===== src/rtl/uart_pkg.sv =====
// Shared definitions for the UART command path: frame FSM states,
// rejection codes reported on err_code_out, and the default sync marker.
package uart_pkg;

  typedef enum logic [1:0] {
    IDLE     = 2'd0,
    GET_ADDR = 2'd1,
    GET_DATA = 2'd2,
    GET_CHK  = 2'd3
  } state_e;

  typedef enum logic [1:0] {
    ERR_NONE    = 2'b00,
    ERR_CHK     = 2'b01,
    ERR_ADDR    = 2'b10,
    ERR_TIMEOUT = 2'b11
  } err_e;

  localparam logic [7:0] SYNC_BYTE_DEF = 8'hA5;

endpackage


===== src/rtl/uart_frame_timeout.sv =====
// Inter-byte timeout for one command frame.
//   clk_i/rst_i : clock, async active-high reset
//   clear_i     : restart the count (has priority)
//   enable_i    : count ticks only while set
//   tick_i      : oversampling tick
//   expired_o   : high in the cycle whose tick would bring the count to
//                 TIMEOUT_TICKS, so the owner can abandon the frame on
//                 that same edge
module uart_frame_timeout #(
  parameter int unsigned TIMEOUT_TICKS = 1024
) (
  input  logic clk_i,
  input  logic rst_i,
  input  logic clear_i,
  input  logic enable_i,
  input  logic tick_i,
  output logic expired_o
);

  localparam int unsigned CW = $clog2(TIMEOUT_TICKS + 1);
  localparam logic [CW-1:0] TERM = CW'(TIMEOUT_TICKS);
  localparam logic [CW-1:0] LAST = CW'(TIMEOUT_TICKS - 1);

  logic [CW-1:0] cnt_q, cnt_d;

  always_comb begin
    cnt_d = cnt_q;
    if (clear_i) begin
      cnt_d = '0;
    end else if (enable_i && tick_i && (cnt_q != TERM)) begin
      // saturates at the terminal count rather than wrapping
      cnt_d = cnt_q + CW'(1);
    end
  end

  assign expired_o = enable_i && tick_i && (cnt_q == LAST);

  always_ff @(posedge clk_i or posedge rst_i) begin
    if (rst_i) begin
      cnt_q <= '0;
    end else begin
      cnt_q <= cnt_d;
    end
  end

endmodule


===== src/rtl/uart_cmd_ctrl.sv =====
// Framed, checksummed register write path behind the UART receiver.
// Frame: SYNC, ADDR, DATA, CHK with CHK == SYNC ^ ADDR ^ DATA.
//   sysclk_in, rst_in   : clock, async active-high reset
//   divpulse_in         : oversampling tick used for the inter-byte timeout
//   rx_data_in/rx_rdy_in: received byte and its one-cycle strobe
//   regs_out            : register file, reg k at [k*DATA_BITS +: DATA_BITS]
//   reg_wr_out          : one-cycle commit pulse; reg_addr_out/reg_data_out
//                         hold the last commit
//   frame_err_out       : one-cycle reject pulse; err_code_out holds last code
//   busy_out            : high while a frame is in progress
module uart_cmd_ctrl
  import uart_pkg::*;
#(
  parameter int unsigned          DATA_BITS     = 8,
  parameter int unsigned          N_REGS        = 4,
  parameter logic [DATA_BITS-1:0] SYNC_BYTE     = SYNC_BYTE_DEF,
  parameter int unsigned          TIMEOUT_TICKS = 1024,
  localparam int unsigned         AW            = $clog2(N_REGS)
) (
  input  logic                        sysclk_in,
  input  logic                        rst_in,
  input  logic                        divpulse_in,
  input  logic [DATA_BITS-1:0]        rx_data_in,
  input  logic                        rx_rdy_in,
  output logic [N_REGS*DATA_BITS-1:0] regs_out,
  output logic                        reg_wr_out,
  output logic [AW-1:0]               reg_addr_out,
  output logic [DATA_BITS-1:0]        reg_data_out,
  output logic                        frame_err_out,
  output logic [1:0]                  err_code_out,
  output logic                        busy_out
);

  localparam logic [DATA_BITS-1:0] NREGS_B = DATA_BITS'(N_REGS);

  state_e                        state_q, state_d;
  logic [DATA_BITS-1:0]          addr_q, data_q;
  logic [N_REGS*DATA_BITS-1:0]   regs_q;
  logic                          wr_q, err_q, busy_q;
  logic [AW-1:0]                 raddr_q;
  logic [DATA_BITS-1:0]          rdata_q;
  err_e                          code_q, code_d;
  logic                          do_wr, do_err;
  logic                          expired;

  uart_frame_timeout #(
    .TIMEOUT_TICKS(TIMEOUT_TICKS)
  ) u_timeout (
    .clk_i     (sysclk_in),
    .rst_i     (rst_in),
    .clear_i   ((state_q == IDLE) || rx_rdy_in),
    .enable_i  (state_q != IDLE),
    .tick_i    (divpulse_in),
    .expired_o (expired)
  );

  // A byte strobe always takes priority over a coincident timeout.
  always_comb begin
    state_d = state_q;
    do_wr   = 1'b0;
    do_err  = 1'b0;
    code_d  = ERR_NONE;
    unique case (state_q)
      IDLE: begin
        if (rx_rdy_in && (rx_data_in == SYNC_BYTE)) state_d = GET_ADDR;
      end
      GET_ADDR, GET_DATA: begin
        if (rx_rdy_in) begin
          state_d = (state_q == GET_ADDR) ? GET_DATA : GET_CHK;
        end else if (expired) begin
          state_d = IDLE;
          do_err  = 1'b1;
          code_d  = ERR_TIMEOUT;
        end
      end
      GET_CHK: begin
        if (rx_rdy_in) begin
          state_d = IDLE;
          if (rx_data_in != (SYNC_BYTE ^ addr_q ^ data_q)) begin
            do_err = 1'b1;
            code_d = ERR_CHK;
          end else if (addr_q >= NREGS_B) begin
            do_err = 1'b1;
            code_d = ERR_ADDR;
          end else begin
            do_wr = 1'b1;
          end
        end else if (expired) begin
          state_d = IDLE;
          do_err  = 1'b1;
          code_d  = ERR_TIMEOUT;
        end
      end
      default: state_d = IDLE;
    endcase
  end

  always_ff @(posedge sysclk_in or posedge rst_in) begin
    if (rst_in) begin
      state_q <= IDLE;
      addr_q  <= '0;
      data_q  <= '0;
      regs_q  <= '0;
      wr_q    <= 1'b0;
      err_q   <= 1'b0;
      busy_q  <= 1'b0;
      raddr_q <= '0;
      rdata_q <= '0;
      code_q  <= ERR_NONE;
    end else begin
      state_q <= state_d;
      busy_q  <= (state_d != IDLE);
      wr_q    <= do_wr;
      err_q   <= do_err;
      if (rx_rdy_in && (state_q == GET_ADDR)) addr_q <= rx_data_in;
      if (rx_rdy_in && (state_q == GET_DATA)) data_q <= rx_data_in;
      if (do_err) code_q <= code_d;
      if (do_wr) begin
        raddr_q <= addr_q[AW-1:0];
        rdata_q <= data_q;
        for (int unsigned k = 0; k < N_REGS; k++) begin
          if (addr_q[AW-1:0] == AW'(k)) regs_q[k*DATA_BITS +: DATA_BITS] <= data_q;
        end
      end
    end
  end

  assign regs_out      = regs_q;
  assign reg_wr_out    = wr_q;
  assign reg_addr_out  = raddr_q;
  assign reg_data_out  = rdata_q;
  assign frame_err_out = err_q;
  assign err_code_out  = code_q;
  assign busy_out      = busy_q;

endmodule


===== config.mk =====
export PLATFORM = sky130hd
export DESIGN_NAME = uart_cmd_ctrl
export DESIGN_NICKNAME = d
export VERILOG_FILES = /design/src/rtl/uart_pkg.sv /design/src/rtl/uart_frame_timeout.sv /design/src/rtl/uart_cmd_ctrl.sv
export SDC_FILE = /design/constraint.sdc
export NUM_CORES = 1
export LEC_CHECK = 0
export CAP_MARGIN = 30
export CORE_ASPECT_RATIO = 0.75
export CORE_MARGIN = 2
export CORE_UTILIZATION = 50
export DETAILED_ROUTE_END_ITERATION = 10
export HOLD_SLACK_MARGIN = 0.12
export PLACE_DENSITY = 0.76
export SLEW_MARGIN = 20
export SYNTH_ARGS = -nofsm -noshare
export SYNTH_HDL_FRONTEND = slang
export SYNTH_SLANG_ARGS = --single-unit

===== constraint.sdc =====
create_clock -name sysclk_in -period 4.6 [get_ports sysclk_in]
set_clock_uncertainty 0.2 [all_clocks]
set_input_delay 0.92 -clock sysclk_in [delete_from_list [all_inputs] [get_ports sysclk_in]]
set_output_delay 0.92 -clock sysclk_in [all_outputs]
set_load 0.02 [all_outputs]

**Word level (Yosys, flattened, before mapping)**

Index checks and enable logic that the tools add are counted.
W data, S select, Z words.

- Bitwise gates (word level): 2
- Equal/unequal tests: 10
- Order comparisons: 1
- Muxes and demuxes: 24
- Reductions and logical operators: 17
- $add $sub $neg: 1

Operators with widths:

| operator | count |
|---|---|
| $mux W11 | 2 |
| $mux W2 | 9 |
| $add A11 B1 Y11 const B | 1 |
| $eq A11 B10 Y1 const B | 1 |
| $ne A11 B11 Y1 const B | 1 |
| $mux W1 | 10 |
| $eq A2 B2 Y1 const B | 4 |
| $eq A8 B8 Y1 const B | 1 |
| $ge A8 B3 Y1 const B | 1 |
| $ne A8 B8 Y1 | 1 |
| $reduce_and A2 Y1 | 4 |
| $xor A8 B8 Y8 | 1 |
| $logic_and A1 B1 Y1 | 6 |
| $pmux W2 S3 | 1 |
| $reduce_bool A2 Y1 | 3 |
| $eq A2 B1 Y1 const B | 2 |
| $logic_not A2 Y1 | 2 |
| $not A4 Y4 | 1 |
| $pmux W2 S2 | 1 |
| $pmux W1 S2 | 1 |
| $reduce_or A2 Y1 | 1 |
| $logic_or A1 B1 Y1 | 1 |

- Flip-flop bits (word level): 76

**Longest topological paths before layout**

- Depth in word-level cells: 7
- Depth in mapped cells: 7

**Modules after synthesis**

Synthesis repeated with hierarchy kept, for this count alone.

- Cell total of the unflattened synthesis: 273
- Area total of the unflattened synthesis: 3616.0 um^2

Modules (own cells, without submodules):

| module | instances | area an instance (um^2) | cells each |
|---|---|---|---|
| uart_cmd_ctrl | 1 | 2922.8 | 196 |
| uart_frame_timeout | 1 | 693.2 | 77 |

**Least setup slack after synthesis**

OpenSTA, ideal clock, no wires.

- Path type: input port to flip-flop
- Start point: input rx_rdy_in
- End point: register regs_q[10] (netlist: regs_out[10])
- Data arrival time: 2642 ps
- Data required time: 4275 ps
- Path slack: 1633 ps
- Setup time: 125 ps
- Stages: 5
- Cell sequence: or4b_1 -> nor4_4 -> and4_1 -> buf_6 -> mux2_4

- Longest elaborated chain between the ends: 3

Ends and longest elaborated chain:

| element | RTL line | source |
|---|---|---|
| start, declared | uart_cmd_ctrl.sv:24 | `input logic rx_rdy_in,` |
| $mux W1 | uart_cmd_ctrl.sv:77 | `if (rx_rdy_in) begin` |
| $mux W1 | uart_cmd_ctrl.sv:63 | `unique case (state_q)` |
| $reduce_and A2 Y1 (no source line) | -- |  |
| end signal, assigned by index | uart_cmd_ctrl.sv:122 | `if (addr_q[AW-1:0] == AW'(k)) regs_q[k*DATA_BITS +: DATA_BITS] <= data_q;` |
| end, declared | uart_cmd_ctrl.sv:38 | `logic [N_REGS*DATA_BITS-1:0] regs_q;` |

Every way passes these cells.
A chain may end at the register's enable or synchronous reset.

**Worst setup path after layout**

- Start point: input rx_data_in[0]
- End point: register regs_q[10] (netlist: regs_out[10])

- Longest elaborated chain between the ends: 5

Ends and longest elaborated chain:

| element | RTL line | source |
|---|---|---|
| start, declared | uart_cmd_ctrl.sv:23 | `input logic [DATA_BITS-1:0] rx_data_in,` |
| $ne A8 B8 Y1 | uart_cmd_ctrl.sv:79 | `if (rx_data_in != (SYNC_BYTE ^ addr_q ^ data_q)) begin` |
| $mux W1 | uart_cmd_ctrl.sv:79 |  |
| $mux W1 | uart_cmd_ctrl.sv:77 |  |
| $mux W1 | uart_cmd_ctrl.sv:63 |  |
| $reduce_and A2 Y1 (no source line) | -- |  |

Every way passes these cells.

==> impl_results.md <==
* Initial Utilization at 0.519
* Hold-fix buffers at CTS at 0
* Clk_lat worst skew at 0.34 ns
* Post-synth top area share at 0.534
* Antenna diode count at 0
* # setup viols final at 0
* Antenna violation net count after detailed routing at 0
* Status: finished clean
* Crit Path Class: in2reg
* Vias per cell at 5.33
* Vias in the first global route at 2272
* Worst R2R Path Depth at 4
* GRT Util Overall at 0.204
* Synth cell types at 45
* Placer Congestion at 0.883
* Reg2reg setup slack at 1.67 ns
* Area growth from synthesis to layout at 26.0%
* Top cells by area, synth: dfrtp_1 (53%), mux2_2 (8.2%), mux2_1 (7.6%)
* Post-DP HPWL at 5200 um
* Port Buffers at 58
* #FFs+latches synth at 76
* Clock Root Buffer: clkbuf_8
* CP required at 4.63 ns
* Fraction of layout cells with a size suffix above 1 at 0.188
* Syn Nets at 270
* CP Data Arrival Time at 3.52 ns
* Pleak at 2.06 nW
* Wire per inst at 17.0 um
* Worst slew pin tran at 0.694 ns
* Die H at 77.1 um
* MaxCap Viol Count at 0
* Crit. End Element: flip-flop
* Hold Path End: regs_out[4]
* Crit Path Max Fanout at 8
* Global-route wire length before repair at 12000 um
* Max clock buf depth at 2
* CTS resizes at 0
* Commonest cells post-synth: dfrtp_1 (76), mux2_2 (26), mux2_1 (24), nor2_1 (13), inv_1 (10)
* Crit path launch type: primary input
* Overall routed net length at 7180 um
* Crit share post-route at 0.759
* Initial DRT Pass Iterations at 4
* FP Rows at 26
* CTS Buf Count at 9
* GRT overflow at 0
* Power Density at 460 nW/um^2
* CTS tree: yes
* Number of flops mapped to enable cells by yosys at 0
* Seq/Total Area, Yosys at 0.534
* DIE AREA at 7830 sq um
* Largest net degree at the start of global routing at 35
* Fmax at 286 MHz
* Setup TNS at 0 ns
* Post-CTS Setup Inserts at 0
* Cell taking the most area after synthesis: dfrtp_1
* Crit path cell chain: clkdlybuf4s50_1 -> xnor3_1 -> nor4_4 -> and4_1 -> mux2_4
* # DRC at 0
* Worst VDD drop at 0.236 mV
* Min Tclk post-route at 3.49 ns
* Filler cell count in the final layout at 499
* Worst-path clk slew at 0.08 ns
* Unrepaired setup endpoints after global routing: false
* Crit-path slowest cell: and4_1
* Htree depth at 3
* FFs w/ async S/R, synth at 1.00
* Relative max-transition margin at 0.537
* 1st-iter DRT viols at 107
* Area occupied by multi-input gates at 1600 sq um
* Crit-path max cell delay at 0.67 ns
* Core ar. at 6860 sq um
* Post-Syn Area at 3560 sq um
* Sequential Area at 1900 sq um
* Die width at 101 um
* Hold WC Path Type: reg2reg
* Cell with the most instances after synthesis: dfrtp_1
* Slew Limit Fails at 0
* Final hold slack at 0.293 ns
* IO Pins at 59
* Synth Instances at 252
* R2r endpoint: regs_out[10]
* Hold Crit Start: regs_out[4]
* Final hold vios at 0
* Initial antenna violation count at 0
* Reg2reg start: data_q[6]
* Hold path depth at 1
* Most common flop cell mapped by yosys: dfrtp_1
* YS warnings at 0
* Clock Sinks at 76
* Syn Area/Cell at 14.1 sq um
* Total number of vias at 2248
* Post-layout nets at 338
==> worst max path at each step <==
| stage | from | endpoint | slack, ns | depth (start not counted) |
|---|---|---|---|---|
| final | rx_data_in[0] | regs_out[10] | 1.11 | 5 |
| after global routing | rx_data_in[6] | regs_out[13] | 0.98 | 5 |
| after CTS | rx_data_in[6] | regs_out[13] | 1.10 | 5 |
| after detailed placement | rx_data_in[6] | regs_out[9] | 0.73 | 5 |
| after global placement | rx_data_in[6] | regs_out[13] | 0.85 | 5 |
| after floorplan | rst_in | addr_q[0] | 1.54 | 1 |
==> report_power, final <==
part / internal (mW) / switching, mW / total [mW]
Clock: 0.331 / 0.236 / 0.567
Combinational: 0.311 / 0.283 / 0.594
Sequential: 0.766 / 0.137 / 0.903
==> metrics by stage <==
step	cell area [sq um]	setup slack [ns]	total power, mW	std cells	util
floorplan	3560	1.54	1.34	252	-
global placement	4270	0.848	1.49	407	0.622
detailed placement	4270	0.729	1.51	407	0.622
CTS	4490	1.10	2.08	422	0.654
global route	4490	0.978	2.18	422	0.654
finish	4490	1.11	2.06	422	0.654
==> flip-flops by register name, summed over array words and instances, names as in the netlist <==
name,flops
reg_wr_out,1
state_q,2
regs_out,32
data_q,8
reg_addr_out,2
addr_q,8
err_code_out,2
frame_err_out,1
reg_data_out,8
u_timeout.cnt_q,11
busy_out,1
==> critical path, delay by kind of cell <==
family | cells | cell delay (ns)
simple gates | 2 | 1.23
buf+inv | 1 | 0.62
xor+xnor | 1 | 0.40
mux | 1 | 0.34
==> cells by family after synthesis <==
kind of cell,share of synthesized area
AOI/OAI and AO/OA,0.0383
buffers and inverters,0.0169
adders and majority gates,0.0211
and+or+nand+nor,0.129
DFF,0.534
xor gates and xnor gates,0.0667
muxes,0.195
==> cell type report <==
class                      count  area share
sequential                    76       0.424
multi-input combinational    162       0.357
timing repair buffer          61       0.134
clock buffer                  11      0.0337
tap                           98      0.0273
clock inverter                 4      0.0162
inverter                      10     0.00836
==> layer usage <==
metal  track usage  vias to the layer above  wire (um)
met3        0.0428                        6        276
li1              -                     1060          -
met4        0.0757                        0         76
met5             0                        -          0
met2         0.310                       51       3380
met1         0.289                     1131       3450
==> placed cells by master, fill, tap and decap left out, drive strengths merged, types with 3 or more instances in the layout <==
cell type and n:
xnor3 4, dfrtp 76, a21oi 6, ha 6, inv 10, xor3 4
nor2 13, nand3 3, o21ai 4, nor3 3, nor4 7, nand3b 3
nand2 9, clkdlybuf4s50 58, xnor2 6, clkbuf 11, buf 3, nand2b 3
mux2 58, nand4 5
No activity file was read; power rests on OpenSTA's default activity.
